==> config.mk <==
export PLATFORM = sky130hd
export DESIGN_NAME = mdu_issue_ctrl
export DESIGN_NICKNAME = d
export VERILOG_FILES = /design/src/rtl/mdu_issue_ctrl_pkg.sv /design/src/rtl/mdu_issue_ctrl.sv
export SDC_FILE = /design/constraint.sdc
export NUM_CORES = 1
export LEC_CHECK = 0
export ABC_AREA = 1
export CORE_MARGIN = 3
export CORE_UTILIZATION = 40
export CTS_CLUSTER_SIZE = 40
export DETAILED_ROUTE_END_ITERATION = 8
export PLACE_DENSITY = 0.76
export SYNTH_ARGS = -nofsm -noshare
export SYNTH_HDL_FRONTEND = slang
export SYNTH_SLANG_ARGS = --single-unit
==> constraint.sdc <==
create_clock -name clk -period 2.7 [get_ports clk]
set_input_delay 0.27 -clock clk [delete_from_list [all_inputs] [get_ports clk]]
set_output_delay 0.27 -clock clk [all_outputs]
set_load 0.005 [all_outputs]
==> src/rtl/mdu_issue_ctrl_pkg.sv <==
// Shared RV32M constants for the EX-stage MDU issue controller and its neighbours.
package mdu_issue_ctrl_pkg;

  localparam int DATA_W = 32;
  localparam int RD_W   = 5;
  localparam int WD_W   = 6;

  localparam logic [2:0] FUNCT3_MUL    = 3'b000;
  localparam logic [2:0] FUNCT3_MULH   = 3'b001;
  localparam logic [2:0] FUNCT3_MULHSU = 3'b010;
  localparam logic [2:0] FUNCT3_MULHU  = 3'b011;
  localparam logic [2:0] FUNCT3_DIV    = 3'b100;
  localparam logic [2:0] FUNCT3_DIVU   = 3'b101;
  localparam logic [2:0] FUNCT3_REM    = 3'b110;
  localparam logic [2:0] FUNCT3_REMU   = 3'b111;

  // Cycles from the MDU sampling start_i to raising ready_o.
  localparam int MDU_MUL_LATENCY = 1;
  localparam int MDU_DIV_LATENCY = 33;

  function automatic logic is_div(input logic [2:0] funct3);
    return funct3[2];
  endfunction

endpackage

==> src/rtl/mdu_issue_ctrl.sv <==
// EX-stage initiator for the RV32M multiply/divide unit: holds operands, drives the
// start/ready handshake, stalls EX, and absorbs flushes while the MDU cannot abort.
module mdu_issue_ctrl
  import mdu_issue_ctrl_pkg::*;
#(
  parameter int TIMEOUT = 40
) (
  input  logic              clk,
  input  logic              rst,
  input  logic              ex_req_i,
  input  logic [2:0]        ex_funct3_i,
  input  logic [DATA_W-1:0] ex_rs1_i,
  input  logic [DATA_W-1:0] ex_rs2_i,
  input  logic [RD_W-1:0]   ex_rd_i,
  input  logic              flush_i,
  output logic              stall_o,
  output logic              result_valid_o,
  output logic [DATA_W-1:0] result_o,
  output logic [RD_W-1:0]   result_rd_o,
  output logic              error_o,
  output logic              mdu_start_o,
  output logic [DATA_W-1:0] mdu_operand_a_o,
  output logic [DATA_W-1:0] mdu_operand_b_o,
  output logic [2:0]        mdu_funct3_o,
  input  logic [DATA_W-1:0] mdu_result_i,
  input  logic              mdu_ready_i
);

  typedef enum logic [2:0] {
    S_IDLE,
    S_ISSUE,
    S_WAIT,
    S_DRAIN,
    S_RELEASE
  } state_t;

  state_t            r_state;
  logic              r_start;
  logic [DATA_W-1:0] r_op_a;
  logic [DATA_W-1:0] r_op_b;
  logic [2:0]        r_funct3;
  logic [RD_W-1:0]   r_rd;
  logic [DATA_W-1:0] r_result;
  logic [RD_W-1:0]   r_result_rd;
  logic              r_result_valid;
  logic              r_error;
  logic [WD_W-1:0]   r_wd;

  logic [WD_W:0]     w_wd_inc;
  logic              w_wd_fire;
  logic              w_accept;
  logic              w_stall;

  assign w_accept  = ex_req_i && !flush_i;
  // The watchdog fires on the cycle its count would reach TIMEOUT.
  assign w_wd_inc  = {1'b0, r_wd} + (WD_W + 1)'(1);
  assign w_wd_fire = (w_wd_inc >= (WD_W + 1)'(TIMEOUT));

  always_comb begin
    w_stall = 1'b0;
    case (r_state)
      S_IDLE:    w_stall = w_accept;
      S_ISSUE:   w_stall = 1'b1;
      S_WAIT:    w_stall = 1'b1;
      S_DRAIN:   w_stall = ex_req_i;
      S_RELEASE: w_stall = 1'b0;
      default:   w_stall = 1'b0;
    endcase
  end

  always_ff @(posedge clk) begin
    if (rst) begin
      r_state        <= S_IDLE;
      r_start        <= 1'b0;
      r_op_a         <= '0;
      r_op_b         <= '0;
      r_funct3       <= '0;
      r_rd           <= '0;
      r_result       <= '0;
      r_result_rd    <= '0;
      r_result_valid <= 1'b0;
      r_error        <= 1'b0;
      r_wd           <= '0;
    end else begin
      r_result_valid <= 1'b0;
      case (r_state)
        S_IDLE: begin
          // Operands only change here, keeping the MDU result mux stable.
          if (w_accept) begin
            r_op_a   <= ex_rs1_i;
            r_op_b   <= ex_rs2_i;
            r_funct3 <= ex_funct3_i;
            r_rd     <= ex_rd_i;
            r_start  <= 1'b1;
            r_wd     <= '0;
            r_state  <= S_ISSUE;
          end
        end
        S_ISSUE: begin
          // Ready is still the idle-MDU ready here, so it is not a completion.
          r_state <= flush_i ? S_DRAIN : S_WAIT;
        end
        S_WAIT: begin
          if (flush_i) begin
            r_wd    <= w_wd_inc[WD_W-1:0];
            r_state <= S_DRAIN;
          end else if (mdu_ready_i) begin
            r_result       <= mdu_result_i;
            r_result_rd    <= r_rd;
            r_result_valid <= 1'b1;
            r_start        <= 1'b0;
            r_state        <= S_RELEASE;
          end else if (w_wd_fire) begin
            r_error        <= 1'b1;
            r_result       <= '0;
            r_result_rd    <= r_rd;
            r_result_valid <= 1'b1;
            r_start        <= 1'b0;
            r_state        <= S_RELEASE;
          end else begin
            r_wd <= w_wd_inc[WD_W-1:0];
          end
        end
        S_DRAIN: begin
          // A flushed operation still runs to completion; its result is dropped.
          if (mdu_ready_i) begin
            r_start <= 1'b0;
            r_state <= S_RELEASE;
          end else if (w_wd_fire) begin
            r_error <= 1'b1;
            r_start <= 1'b0;
            r_state <= S_RELEASE;
          end else begin
            r_wd <= w_wd_inc[WD_W-1:0];
          end
        end
        S_RELEASE: begin
          r_state <= S_IDLE;
        end
        default: begin
          r_start <= 1'b0;
          r_state <= S_IDLE;
        end
      endcase
    end
  end

  assign stall_o         = w_stall;
  assign result_valid_o  = r_result_valid;
  assign result_o        = r_result;
  assign result_rd_o     = r_result_rd;
  assign error_o         = r_error;
  assign mdu_start_o     = r_start;
  assign mdu_operand_a_o = r_op_a;
  assign mdu_operand_b_o = r_op_b;
  assign mdu_funct3_o    = r_funct3;

endmodule

==> run summary <==
STA puts the critical path data arrival time at 1.93 ns. The portion of synthesized area spent on multiplexers is 0%. After detailed placement, the design holds a cell count of 912. The sequential element share of the synthesized area came out at 50.29%. Wire segments on met2 add up to 6.492 mm in the final route.

The routed layout has 4606 vias. The tools report the root buffer cell as sky130_fd_sc_hd__clkbuf_16. Summing the areas of all xor and xnor instances in the mapped netlist gives 0.1818% of the synthesized area.

The run finished with clean final reports. The average cell area after synthesis is 8.206 um2, and the detailed route wirelength on metal3 is 1.363 mm. After clock tree synthesis, the clock-pin slew on the worst setup and hold paths is 0.05 ns. In the routed design, unresolved DRC markers number 0. The number of antenna violations at the first check in global routing was 0. Most common flop cell mapped by yosys: sky130_fd_sc_hd__dfxtp_1. In this run the tightest slew margin relative to its limit is 61.64%. The Yosys step of the flow raised 0 warnings.

Height of the die: 115.7 um. The largest family of logic cells by synthesized area is simple AND/OR/NAND/NOR gates. No sink is reached through more buffers than the 2 on the longest clock path. In this run the cell area of the synthesized design comes to 4817 um2. The first global-routing pass estimated 22.11 mm of wire.

The logs give 944 for the count of non-filler cells in the finished layout and 454.2 MHz for the achievable frequency. Flip-flop and latch count after synthesis: 121. Clock latency on the worst-skew pair, taken at its later pin, is 0.41 ns. Entering global routing, the biggest net connects 74 pins.

The synthesized netlist devotes 0.2597% of its cell area to adder and majority cells. The run gives 0 as the number of resized instances in the post-cts repair step. Counting I/O delays and the setup requirement, the final critical path takes 2.202 ns.

In this run, the number of DRC markers left after iteration 0 of detailed routing was 325. The top routing layer in use was met4. The final hold slack was 0.4383 ns.

Setup violations remaining at the end of the flow were counted as 0. Across the whole layout, storage elements account for 2422 um2. Dividing total power by cell area gives a power density of 694.3 nW/um2. By startpoint and endpoint, the worst setup path is classified as register to output port. The count of antenna diodes in the layout was 0; the placeable core area was 11610 um2.

The hold violation count in the final report is 0, and the largest fanout on the critical path is 6. During I/O placement, the number of pins put on the boundary was 217. The detail route stage leaves a number of antenna-violating nets equal to 0. The number of hold buffers added after CTS was 0. The logs give 0 for the post-CTS setup buffer count and 0 for the max-cap check violation count. The logs give 39 for the number of placement rows and 0.01026 ns for the setup clock skew after layout.

The run gives 9.989 mm as the HPWL reported at the end of detailed placement. The run gives 17 as the total clock buffers created by CTS. The total congestion overflow is 0, and the post-synthesis cell count is 587.

In the final routed layout, each cell accounts on average for 14.97 um. Class of the tightest hold or removal check: input port to register. Counting flops with an async set or reset pin after synthesis yields a share of 0%. Global routing consumed, over all layers together, 20.91% of the routing resources. The run gives 0.7784 as the final estimated routing congestion in global placement. The number of iterations in the first detailed-routing pass is 4, and the total of buffers placed on input and output ports is 216. TritonCTS sink count: 121. Setup repair after global routing left no endpoint under its margin. The final layout contains routed wiring with a total length of 14.14 mm. TritonCTS built the clock tree.

The detailed-route wire length on metal 1 was 6.071 mm. The via count of the first global-routing pass is 4559, and the starting density of the core is 41.48%. Counting every net in the synthesized netlist gives 697. The worst-case IR drop observed on VDD is 472.2 uV.

The post-route netlist has 13.98% of its cells at a drive strength greater than 1. The count of H-tree levels built during CTS is 4. Counting distinct cell types in the post-synthesis netlist gives 31. The compound-gate portion of the synthesized area is 15.32%, and the slew at the pin closest to its max-slew limit is 0.5754 ns.

The leakage component of the power was 3.074 nW. The total die area is 13400 um2, and the part of the cycle the worst path needs is 81.55%. The data required time of the worst path was 2.43 ns.

The worst setup path is launched from a register. The area used by multi-input combinational logic came out at 2085 um2. The setup TNS after final layout is 0 ns. The growth of design area from synthesis to finish was 58.05%; the overall die width was 115.7 um. The net total in the final layout was 898. Summing the areas of all and, or, nand and nor instances in the mapped netlist gives 27.35% of the synthesized area.

STA classifies the critical path endpoint as an output port. The post-detailed-route via-to-cell ratio was 4.879. Fill cells in the final layout number 965. The total count of max-transition violations in the final report is 0, and the number of synthesized flops with an enable pin is 0.
==> state kept, by name, summed over array words and instances, names as in the netlist, 3 cells and up <==
register	count
mdu_operand_a_o	32
mdu_operand_b_o	32
result_o	32
r_wd	6
r_rd	5
result_rd_o	5
mdu_funct3_o	3
r_state	3
==> layout by cell type, fill, tap and decap left out, types with 5 or more instances in the layout <==
master,instances
sky130_fd_sc_hd__nand3_2,31
sky130_fd_sc_hd__dfxtp_1,121
sky130_fd_sc_hd__inv_1,13
sky130_fd_sc_hd__o21ai_1,7
sky130_fd_sc_hd__clkbuf_8,6
sky130_fd_sc_hd__nand2_2,5
sky130_fd_sc_hd__a21oi_1,8
sky130_fd_sc_hd__clkdlybuf4s50_1,216
sky130_fd_sc_hd__nand2_1,59
sky130_fd_sc_hd__clkbuf_16,17
sky130_fd_sc_hd__o21ai_0,73
sky130_fd_sc_hd__o21ai_2,30
sky130_fd_sc_hd__nand3_1,11
sky130_fd_sc_hd__nor2_1,167
sky130_fd_sc_hd__buf_4,5
==> worst max-delay path, cell delays in order, from the launching register on <==
cell and delay [ns]:
sky130_fd_sc_hd__dfxtp_1 0.33, sky130_fd_sc_hd__nor2_1 0.20, sky130_fd_sc_hd__nand2_1 0.15, sky130_fd_sc_hd__nor2_4 0.18, sky130_fd_sc_hd__inv_2 0.08, sky130_fd_sc_hd__nand3_1 0.09, sky130_fd_sc_hd__clkdlybuf4s50_1 0.50
==> worst paths after layout <==
kind / from / endpoint / slack [ns] / depth (start not counted)
worst max-delay path: r_state[0] / stall_o / 0.50 / 6
worst min-delay path: mdu_result_i[30] / result_o[30] / 0.44 / 3
worst max register to register: r_wd[0] / result_o[23] / 0.62 / 12
worst min register to register: mdu_start_o / mdu_start_o / 0.46 / 2
==> routing by layer <==
| metal | vias to the layer above | global-route usage [%] |
|---|---|---|
| met1 | 2091 | 25.04 |
| met2 | 192 | 33.14 |
| met5 | - | 0 |
| met3 | 19 | 9.556 |
| li1 | 2304 | - |
| met4 | 0 | 7.734 |
==> kinds of logic (layout without fill, tap and decap cells) <==
family,Yosys count,in the layout
AO/OA/AOI/OAI,123,123
XOR/XNOR,1,1
adder cells (fa/ha/maj),1,1
buffers and inverters,60,274
flip-flops,121,121
AND/OR/NAND/NOR,281,281
==> Yosys cell counts (all sizes together), types with 2 or more instances <==
library cell | n | area share [%]
a21oi | 8 | 0.83
a31oi | 2 | 0.26
buf | 16 | 3.1
clkbuf | 24 | 1.9
clkinv | 2 | 0.18
dfxtp | 121 | 50
inv | 18 | 1.5
nand2 | 67 | 5.9
nand3 | 43 | 7.9
nand4 | 2 | 0.26
nor2 | 168 | 13
o21ai | 110 | 14
==> power by group <==
part	internal (mW)	switching, mW	leakage (nW)
clock network	1.60	0.768	0.311
registers	1.94	0.0819	0.988
logic	0.482	0.413	1.78
total	4.02	1.26	3.07
==> area by class of cell <==
cell class	count	share of cell area, %
clock buffers	26	6.820
clock inverters	6	1.430
inverters	20	1.052
multi-input cells	406	27.38
flip-flops and latches	121	31.82
well taps	143	2.350
repair buffers	222	29.15
==> through the flow <==
| stage | cell area [um2] | setup WS [ns] | power [mW] | util, % |
|---|---|---|---|---|
| after floorplan | 4817 | 1.113 | 2.419 | - |
| after global placement | 6985 | 0.5110 | 2.933 | 60.15 |
| after detailed placement | 6985 | 0.4857 | 2.953 | 60.15 |
| after CTS | 7614 | 0.4656 | 5.345 | 65.56 |
| after global routing | 7614 | 0.3215 | 5.530 | 65.56 |
| final | 7614 | 0.4982 | 5.286 | 65.56 |
Note: power is estimated with default switching activity, not from simulation.
